### config.mk
export PLATFORM = sky130hd
export DESIGN_NAME = cv32e40p_ft_breakage_monitor
export DESIGN_NICKNAME = d
export VERILOG_FILES = /design/src/rtl/cv32e40p_ft_breakage_monitor_pkg.sv /design/src/rtl/cv32e40p_ft_sat_counter.sv /design/src/rtl/cv32e40p_ft_breakage_monitor.sv
export SDC_FILE = /design/constraint.sdc
export NUM_CORES = 1
export LEC_CHECK = 0
export CAP_MARGIN = 15
export CORE_ASPECT_RATIO = 0.7
export CORE_MARGIN = 1
export CORE_UTILIZATION = 50
export DETAILED_ROUTE_END_ITERATION = 10
export HOLD_SLACK_MARGIN = 0.02
export PLACE_DENSITY = 0.74
export SETUP_SLACK_MARGIN = 0.5
export SLEW_MARGIN = 20
export SYNTH_ARGS = -nofsm -noshare
export SYNTH_HDL_FRONTEND = slang
export SYNTH_HIERARCHICAL = 1
export SYNTH_SLANG_ARGS = --single-unit
### constraint.sdc
create_clock -name clk -period 5 [get_ports clk]
set_input_delay 0.5 -clock clk [delete_from_list [all_inputs] [get_ports clk]]
set_output_delay 0.5 -clock clk [all_outputs]
set_load 0.05 [all_outputs]
### src/rtl/cv32e40p_ft_breakage_monitor_pkg.sv
// Shared fault-tolerance definitions for the breakage monitors of the triplicated stages.
// Holds the degradation state encoding and the per-unit monitor parameter sets.
package cv32e40p_ft_breakage_monitor_pkg;

   typedef enum logic [1:0] {
      BM_NORMAL   = 2'd0,
      BM_DEGRADED = 2'd1,
      BM_FAILED   = 2'd2
   } ft_bm_state_e;

   // Compressed-decoder voter monitor
   localparam int unsigned CDEC_INCREMENT          = 1;
   localparam int unsigned CDEC_DECREMENT          = 1;
   localparam int unsigned CDEC_BREAKING_THRESHOLD = 3;
   localparam int unsigned CDEC_COUNT_BIT          = 8;
   localparam int unsigned CDEC_INC_DEC_BIT        = 2;

   // Aligner voter monitor
   localparam int unsigned ALIG_INCREMENT          = 1;
   localparam int unsigned ALIG_DECREMENT          = 1;
   localparam int unsigned ALIG_BREAKING_THRESHOLD = 3;
   localparam int unsigned ALIG_COUNT_BIT          = 8;
   localparam int unsigned ALIG_INC_DEC_BIT        = 2;

   function automatic logic [1:0] popcount3(input logic [2:0] v);
      return {1'b0, v[0]} + {1'b0, v[1]} + {1'b0, v[2]};
   endfunction

endpackage

### src/rtl/cv32e40p_ft_sat_counter.sv
// Saturating up/down score counter with enable, clear and freeze.
// count_next is the value the register takes on the next edge, used for threshold checks.
module cv32e40p_ft_sat_counter
   import cv32e40p_ft_breakage_monitor_pkg::*;
#(
   parameter int unsigned COUNT_BIT   = 8,
   parameter int unsigned INC_DEC_BIT = 2,
   parameter int unsigned INCREMENT   = 1,
   parameter int unsigned DECREMENT   = 1
) (
   input  logic                 clk,
   input  logic                 rst_n,
   input  logic                 en,
   input  logic                 up,
   input  logic                 clear,
   input  logic                 freeze,
   output logic [COUNT_BIT-1:0] count,
   output logic [COUNT_BIT-1:0] count_next
);

   localparam logic [INC_DEC_BIT-1:0] INC_OP  = INC_DEC_BIT'(INCREMENT);
   localparam logic [INC_DEC_BIT-1:0] DEC_OP  = INC_DEC_BIT'(DECREMENT);
   localparam logic [COUNT_BIT:0]     INC_EXT = (COUNT_BIT+1)'(INC_OP);
   localparam logic [COUNT_BIT:0]     DEC_EXT = (COUNT_BIT+1)'(DEC_OP);

   logic [COUNT_BIT:0] sum;
   logic [COUNT_BIT:0] diff;

   // One extra bit catches both overflow (carry out) and underflow (borrow wraps the MSB)
   always_comb begin
      sum        = {1'b0, count} + INC_EXT;
      diff       = {1'b0, count} - DEC_EXT;
      count_next = count;
      if (clear) begin
         count_next = '0;
      end else if (en && !freeze) begin
         if (up) begin
            count_next = sum[COUNT_BIT] ? '1 : sum[COUNT_BIT-1:0];
         end else begin
            count_next = diff[COUNT_BIT] ? '0 : diff[COUNT_BIT-1:0];
         end
      end
   end

   always_ff @(posedge clk or negedge rst_n) begin
      if (!rst_n) begin
         count <= '0;
      end else begin
         count <= count_next;
      end
   end

endmodule

### src/rtl/cv32e40p_ft_breakage_monitor.sv
// Leaky-bucket breakage monitor for a TMR stage: per-replica scores, sticky broken flags
// and a NORMAL/DEGRADED/FAILED degradation state machine with no-majority detection.
module cv32e40p_ft_breakage_monitor
   import cv32e40p_ft_breakage_monitor_pkg::*;
#(
   parameter int unsigned INCREMENT          = 1,
   parameter int unsigned DECREMENT          = 1,
   parameter int unsigned BREAKING_THRESHOLD = 3,
   parameter int unsigned COUNT_BIT          = 8,
   parameter int unsigned INC_DEC_BIT        = 2
) (
   input  logic                   clk,
   input  logic                   rst_n,
   input  logic                   err_valid_i,
   input  logic [2:0]             err_i,
   input  logic                   clear_i,
   output logic [2:0]             broken_o,
   output logic [1:0]             state_o,
   output logic                   fatal_o,
   output logic                   nomaj_o,
   output logic [3*COUNT_BIT-1:0] count_o
);

   localparam logic [COUNT_BIT:0] THRESH = (COUNT_BIT+1)'(BREAKING_THRESHOLD);

   ft_bm_state_e        state_q, state_next;
   logic [2:0]          broken_q, broken_next;
   logic                nomaj_q, nomaj_next;
   logic                fatal_q, fatal_next;
   logic                nomaj_evt;
   logic                upd_en;
   logic [COUNT_BIT-1:0] cnt_q    [3];
   logic [COUNT_BIT-1:0] cnt_next [3];

   for (genvar k = 0; k < 3; k++) begin : g_replica
      cv32e40p_ft_sat_counter #(
         .COUNT_BIT  (COUNT_BIT),
         .INC_DEC_BIT(INC_DEC_BIT),
         .INCREMENT  (INCREMENT),
         .DECREMENT  (DECREMENT)
      ) u_counter (
         .clk       (clk),
         .rst_n     (rst_n),
         .en        (upd_en),
         .up        (err_i[k]),
         .clear     (clear_i),
         .freeze    (broken_q[k]),
         .count     (cnt_q[k]),
         .count_next(cnt_next[k])
      );
      assign count_o[k*COUNT_BIT +: COUNT_BIT] = cnt_q[k];
   end

   // With one replica masked, both survivors disagreeing leaves nothing to vote with
   always_comb begin
      nomaj_evt = 1'b0;
      if (err_valid_i) begin
         if (state_q == BM_NORMAL) begin
            nomaj_evt = (err_i == 3'b111);
         end else if (state_q == BM_DEGRADED) begin
            nomaj_evt = ((err_i & ~broken_q) == ~broken_q);
         end
      end
      upd_en = err_valid_i && (state_q != BM_FAILED) && !nomaj_evt;
   end

   always_comb begin
      broken_next = broken_q;
      for (int k = 0; k < 3; k++) begin
         if (upd_en && !clear_i && !broken_q[k] && ({1'b0, cnt_next[k]} >= THRESH)) begin
            broken_next[k] = 1'b1;
         end
      end

      state_next = state_q;
      case (state_q)
         BM_NORMAL: begin
            if (popcount3(broken_next) >= 2'd2)      state_next = BM_FAILED;
            else if (popcount3(broken_next) == 2'd1) state_next = BM_DEGRADED;
         end
         BM_DEGRADED: begin
            if (nomaj_evt || (popcount3(broken_next) >= 2'd2)) state_next = BM_FAILED;
         end
         BM_FAILED: state_next = BM_FAILED;
         default:   state_next = BM_FAILED;
      endcase

      nomaj_next = nomaj_evt;
      fatal_next = (state_next == BM_FAILED);
   end

   always_ff @(posedge clk or negedge rst_n) begin
      if (!rst_n) begin
         state_q  <= BM_NORMAL;
         broken_q <= '0;
         nomaj_q  <= 1'b0;
         fatal_q  <= 1'b0;
      end else begin
         state_q  <= state_next;
         broken_q <= broken_next;
         nomaj_q  <= nomaj_next;
         fatal_q  <= fatal_next;
      end
   end

   assign broken_o = broken_q;
   assign state_o  = state_q;
   assign fatal_o  = fatal_q;
   assign nomaj_o  = nomaj_q;

endmodule

Word-level counts from Yosys, hierarchy flattened --
Index checks and enable logic that the tools add are counted.
Storage, ports and cells: input bits 7, output and inout port bits 31, bits in registers 31, word-level logic and storage cells 71
Cells by class: bitwise logic cells 2, eq/ne operators 6, $lt $le $gt $ge 4, mux-type cells 25, add/subtract/negate cells 8, reductions and logical operators 19
Operator list (number):
- 2-to-1 mux 8 bit | 15
- adder 8 x 1 -> 9 bit, second input constant | 3
- subtractor 8 x 1 -> 9 bit, second input constant | 3
- greater-or-equal comparator 8 x 2 -> 1 bit, second input constant | 3
- logical AND 1 bit | 12
- 2-to-1 mux 1 bit | 6
- 2-to-1 mux 2 bit | 3
- zero test 1 bit | 5
- equality test 2 x 1 -> 1 bit, second input constant | 2
- case mux 2 bit (2 select lines) | 1
- AND 3 bit | 1
- equality test 3 bit | 1
- equality test 3 bit, second input constant | 1
- NOT 3 bit | 1
- adder 1 x 1 -> 2 bit | 1
- adder 2 x 1 -> 2 bit | 1
- equality test 2 bit, second input constant | 1
- greater-or-equal comparator 2 bit, second input constant | 1
- zero test 2 bit | 1
- inequality test 2 bit, second input constant | 1
- logical OR 1 bit | 1

Logic depth before layout (Yosys ltp) --
depth after elaboration 21, mapped depth 16, gate-level depth less buffers 14

Modules after synthesis --
The synthesis kept the hierarchy.
Modules (own cells, without submodules):
- cv32e40p_ft_sat_counter | sequential area each 200.2 um2, cells each 92, instances 3, area each 773.2 um2
- cv32e40p_ft_breakage_monitor | sequential area each 175.2 um2, cells each 39, instances 1, area each 395.4 um2

Worst setup path before layout --
No wires, ideal clock.
path kind flip-flop to flip-flop, start reg broken_q[0], in the netlist broken_o[0], end reg state_q[0], in the netlist state_o[0], clock period less this slack 3.632 ns, path slack 1.368 ns, library setup time 0.128 ns, cell stages (with the launch flop) 17, path buffers 2, data arrival time 3.504 ns, required time 4.872 ns, path through dfrtp_1 > o22ai_1 > or4_4 > buf_6 > nor3b_2 > and2b_2 > buf_2 > a21boi_0 > a211oi_1 > a211oi_1 > a211oi_1 > nand2_1 > a31oi_1 > fa_1 > nor2b_1 > o21ai_0 > a21oi_1
RTL lines:
- from (decl) | RTL line cv32e40p_ft_breakage_monitor.sv:27 | logic [2:0] broken_q, broken_next;
- from (signal assigned) | RTL line cv32e40p_ft_breakage_monitor.sv:100 | broken_q <= broken_next;
- to (signal assigned) | RTL line cv32e40p_ft_breakage_monitor.sv:99 | state_q <= state_next;
- to (decl) | RTL line cv32e40p_ft_breakage_monitor.sv:26 | ft_bm_state_e state_q, state_next;

==> out/qor.csv <==
metric;value;unit
io pins;38;
die area;5734;µm²
hold path depth;2;
worst reg2reg path depth;14;
Initial Utilization;51.91;%
fin crit period;3963;ps
Placement Setup Slack;828.8;ps
P_leak;1.165;nW
P&R area growth vs syn;13.41;%
DRT antenna net count;0;
Post-synth top cells;dfrtp_1, inv_1, o21ai_0, a211oi_1, a21oi_1;
Mapped Avg Cell Area;8.619;µm²
diode count;0;
clock sink total;31;
unrepaired setup endpoints after global routing;false;
period utilization;79.27;%
setup TNS;0;ps
Setup Fix Bufs, Post-CTS;0;
async set-reset flop share out of synthesis;100.0;%
first-pass GRT wire length;12.03;mm
Max Cap Viol;0;
Crit Path Max Fanout;11;
worst hold path class;flop to flop;
GRT Resource Usage Total;26.32;%
DP HPWL;5.290;mm
Setup crit end kind;flop;
final net count;352;
final setup fails;0;
placed insts;403;
hold wc startpoint;state_o[1];
FF-to-FF End;state_o[0];
Most used DFF post-synth;dfrtp_1;
sequential element share of the synthesized area;28.57;%
most common cell in the synthesized netlist;dfrtp_1;
CORE AREA;5230;µm²
clk_lat worst skew;280;ps
root buf cell;clkbuf_8;
Crit path required time;5160;ps
Worst Hold End;fatal_o;
Synth Net Count;329;
achievable frequency;252.3;MHz
largest net degree at the start of global routing;32;
top cell type's share of synthesized area;28.57;%
CTS buffer count;5;
r2r startpoint;broken_o[1];
Worst Skew;3.090;ps
1st-iter DRT viols;308;
post-synth cell types;45;
max-slew violations;0;
WS Path Type;primary input to flop;
Worst slew margin;38.38;%
Synth area leader;dfrtp_1;
Worst-path clk slew;60;ps
H-tree depth;2;
Die Y;63.66;µm
Worst-Margin Slew;921.4;ps
final cell count without fillers;409;
Post-synth EDFFs;0;
Syn Inst Count;315;
drt pass-1 iters;5;
post-DR wirelength/cell;17.74;µm
share of post-route cells with drive strength above 1;7.715;%
top post-synthesis cells by area;dfrtp_1, buf_6, a211oi_1;
R2R Setup Slk;1310;ps
final hold vios;0;
via count;2746;
outcome;completed;
vias in the first global route;2348;
CTS tree;built;
Ys Warns;6;
power per cell area;185.6;nW/µm²
Yosys reg bits;31;
clk buf depth;2;
synthesized area;2715;µm²
hold buffers post-CTS;0;
vias per cell;6.714;
worst setup margin;1037;ps
CP Launch Type;primary input;
Resized Gates After CTS;0;
total congestion overflow;0;
# DRC;0;
critical path arrival;4120;ps
Peak VDD IR;0.08256;mV
Buffers on Ports;37;
RD Place Congestion;0.9361;
width of the die;90.08;µm
num rows;22;
initial antenna violation count;0;
Routed Wire Length;7.257;mm
Pwr Total;0.5713;mW
-- sequential cells by signal, summed over array words and instances, names as in the netlist --
signal / flops
nomaj_o: 1
fatal_o: 1
g_replica.u_counter/count: 24
broken_o: 3
state_o: 2
-- worst max path at each step --
stage,to,cells past startpoint,from,slack (ps)
detailed placement,state_o[0],15,err_i[0],830
CTS,state_o[0],15,err_i[0],1100
floorplan,state_o[0],16,broken_o[0],1370
global route,state_o[0],15,err_i[0],830
finish,state_o[0],15,err_i[0],1040
global placement,state_o[0],15,err_i[1],820
-- final cells by class --
| cell class | count | area [µm²] |
|---|---|---|
| tap | 72 | 90.09 |
| sequential | 31 | 775.7 |
| fill | 462 | 2151 |
| clock buffer | 6 | 72.57 |
| inverter | 23 | 86.33 |
| multi-input combinational | 236 | 1654 |
| timing repair buffer | 41 | 400.4 |
-- logic make-up (layout without fill, tap and decap cells) --
kind of cell,count (synthesis),in the layout,synth area share (%)
AOI/OAI and AO/OA,112,112,29.36
DFF,31,31,28.57
adders and majority gates,7,7,3.502
buffers and inverters,48,70,10.51
xor gates and xnor gates,6,6,1.935
and+or+nand+nor,111,111,26.13
-- power breakdown --
group          leakage [nW]  switching [mW]  internal [mW]
Clock                0.0371          0.0854         0.0925
Sequential            0.417          0.0167          0.260
Combinational         0.711          0.0714         0.0455
Total                  1.16           0.174          0.398
-- metal layers --
layer / routed length (µm) / vias up / global-route usage (%)
li1: - / 1273 / -
met1: 3548 / 1271 / 40.75
met2: 2813 / 180 / 34.83
met3: 772 / 22 / 6.039
met4: 123 / 0 / 9.073
met5: 0 / - / 0
-- cells in the final DEF (no fill, tap or decap), types with 4 or more instances in the layout --
cell type        netlist  layout
a31oi_1                9       9
inv_1                 23      23
nand4_1               12      12
nor2_1                13      13
nor3_1                13      13
nand2b_1               6       6
nand2_1                9       9
o21ai_0               17      17
a311oi_1               6       6
a2111oi_0             12      12
ha_1                   6       6
a211oi_1              15      15
nand3_1               12      12
buf_4                  0       4
nor4_1                 6       6
o211ai_1               4       4
xnor2_1                6       6
clkdlybuf4s50_1        0      37
a21oi_1               15      15
clkbuf_8               0       5
dfrtp_1               31      31
and3_1                 9       9
o22ai_1                4       4
nor2b_1                5       5
-- per-stage QoR --
stage | hold slack (ps) | utilization [%] | area, µm²
2_1_floorplan | 204.4 | - | 2715
3_3_place_gp | 571.5 | 57.49 | 3007
3_5_place_dp | 570.5 | 57.49 | 3007
4_1_cts | 586.8 | 58.88 | 3079
5_1_grt | 649.9 | 58.88 | 3079
6_report | 584.4 | 58.88 | 3079
-- critical path, stage by stage --
cell	delay [ps]
clkdlybuf4s50_1	530
o22ai_1	130
or4_4	590
nor3b_2	210
and2b_2	290
nand4_1	120
a21oi_1	70
a2111oi_0	580
nor4_1	110
nand2_1	130
a31oi_1	110
fa_1	410
nor2b_1	150
o21ai_0	120
a21oi_1	70
Power figures use the tool's default switching activity.
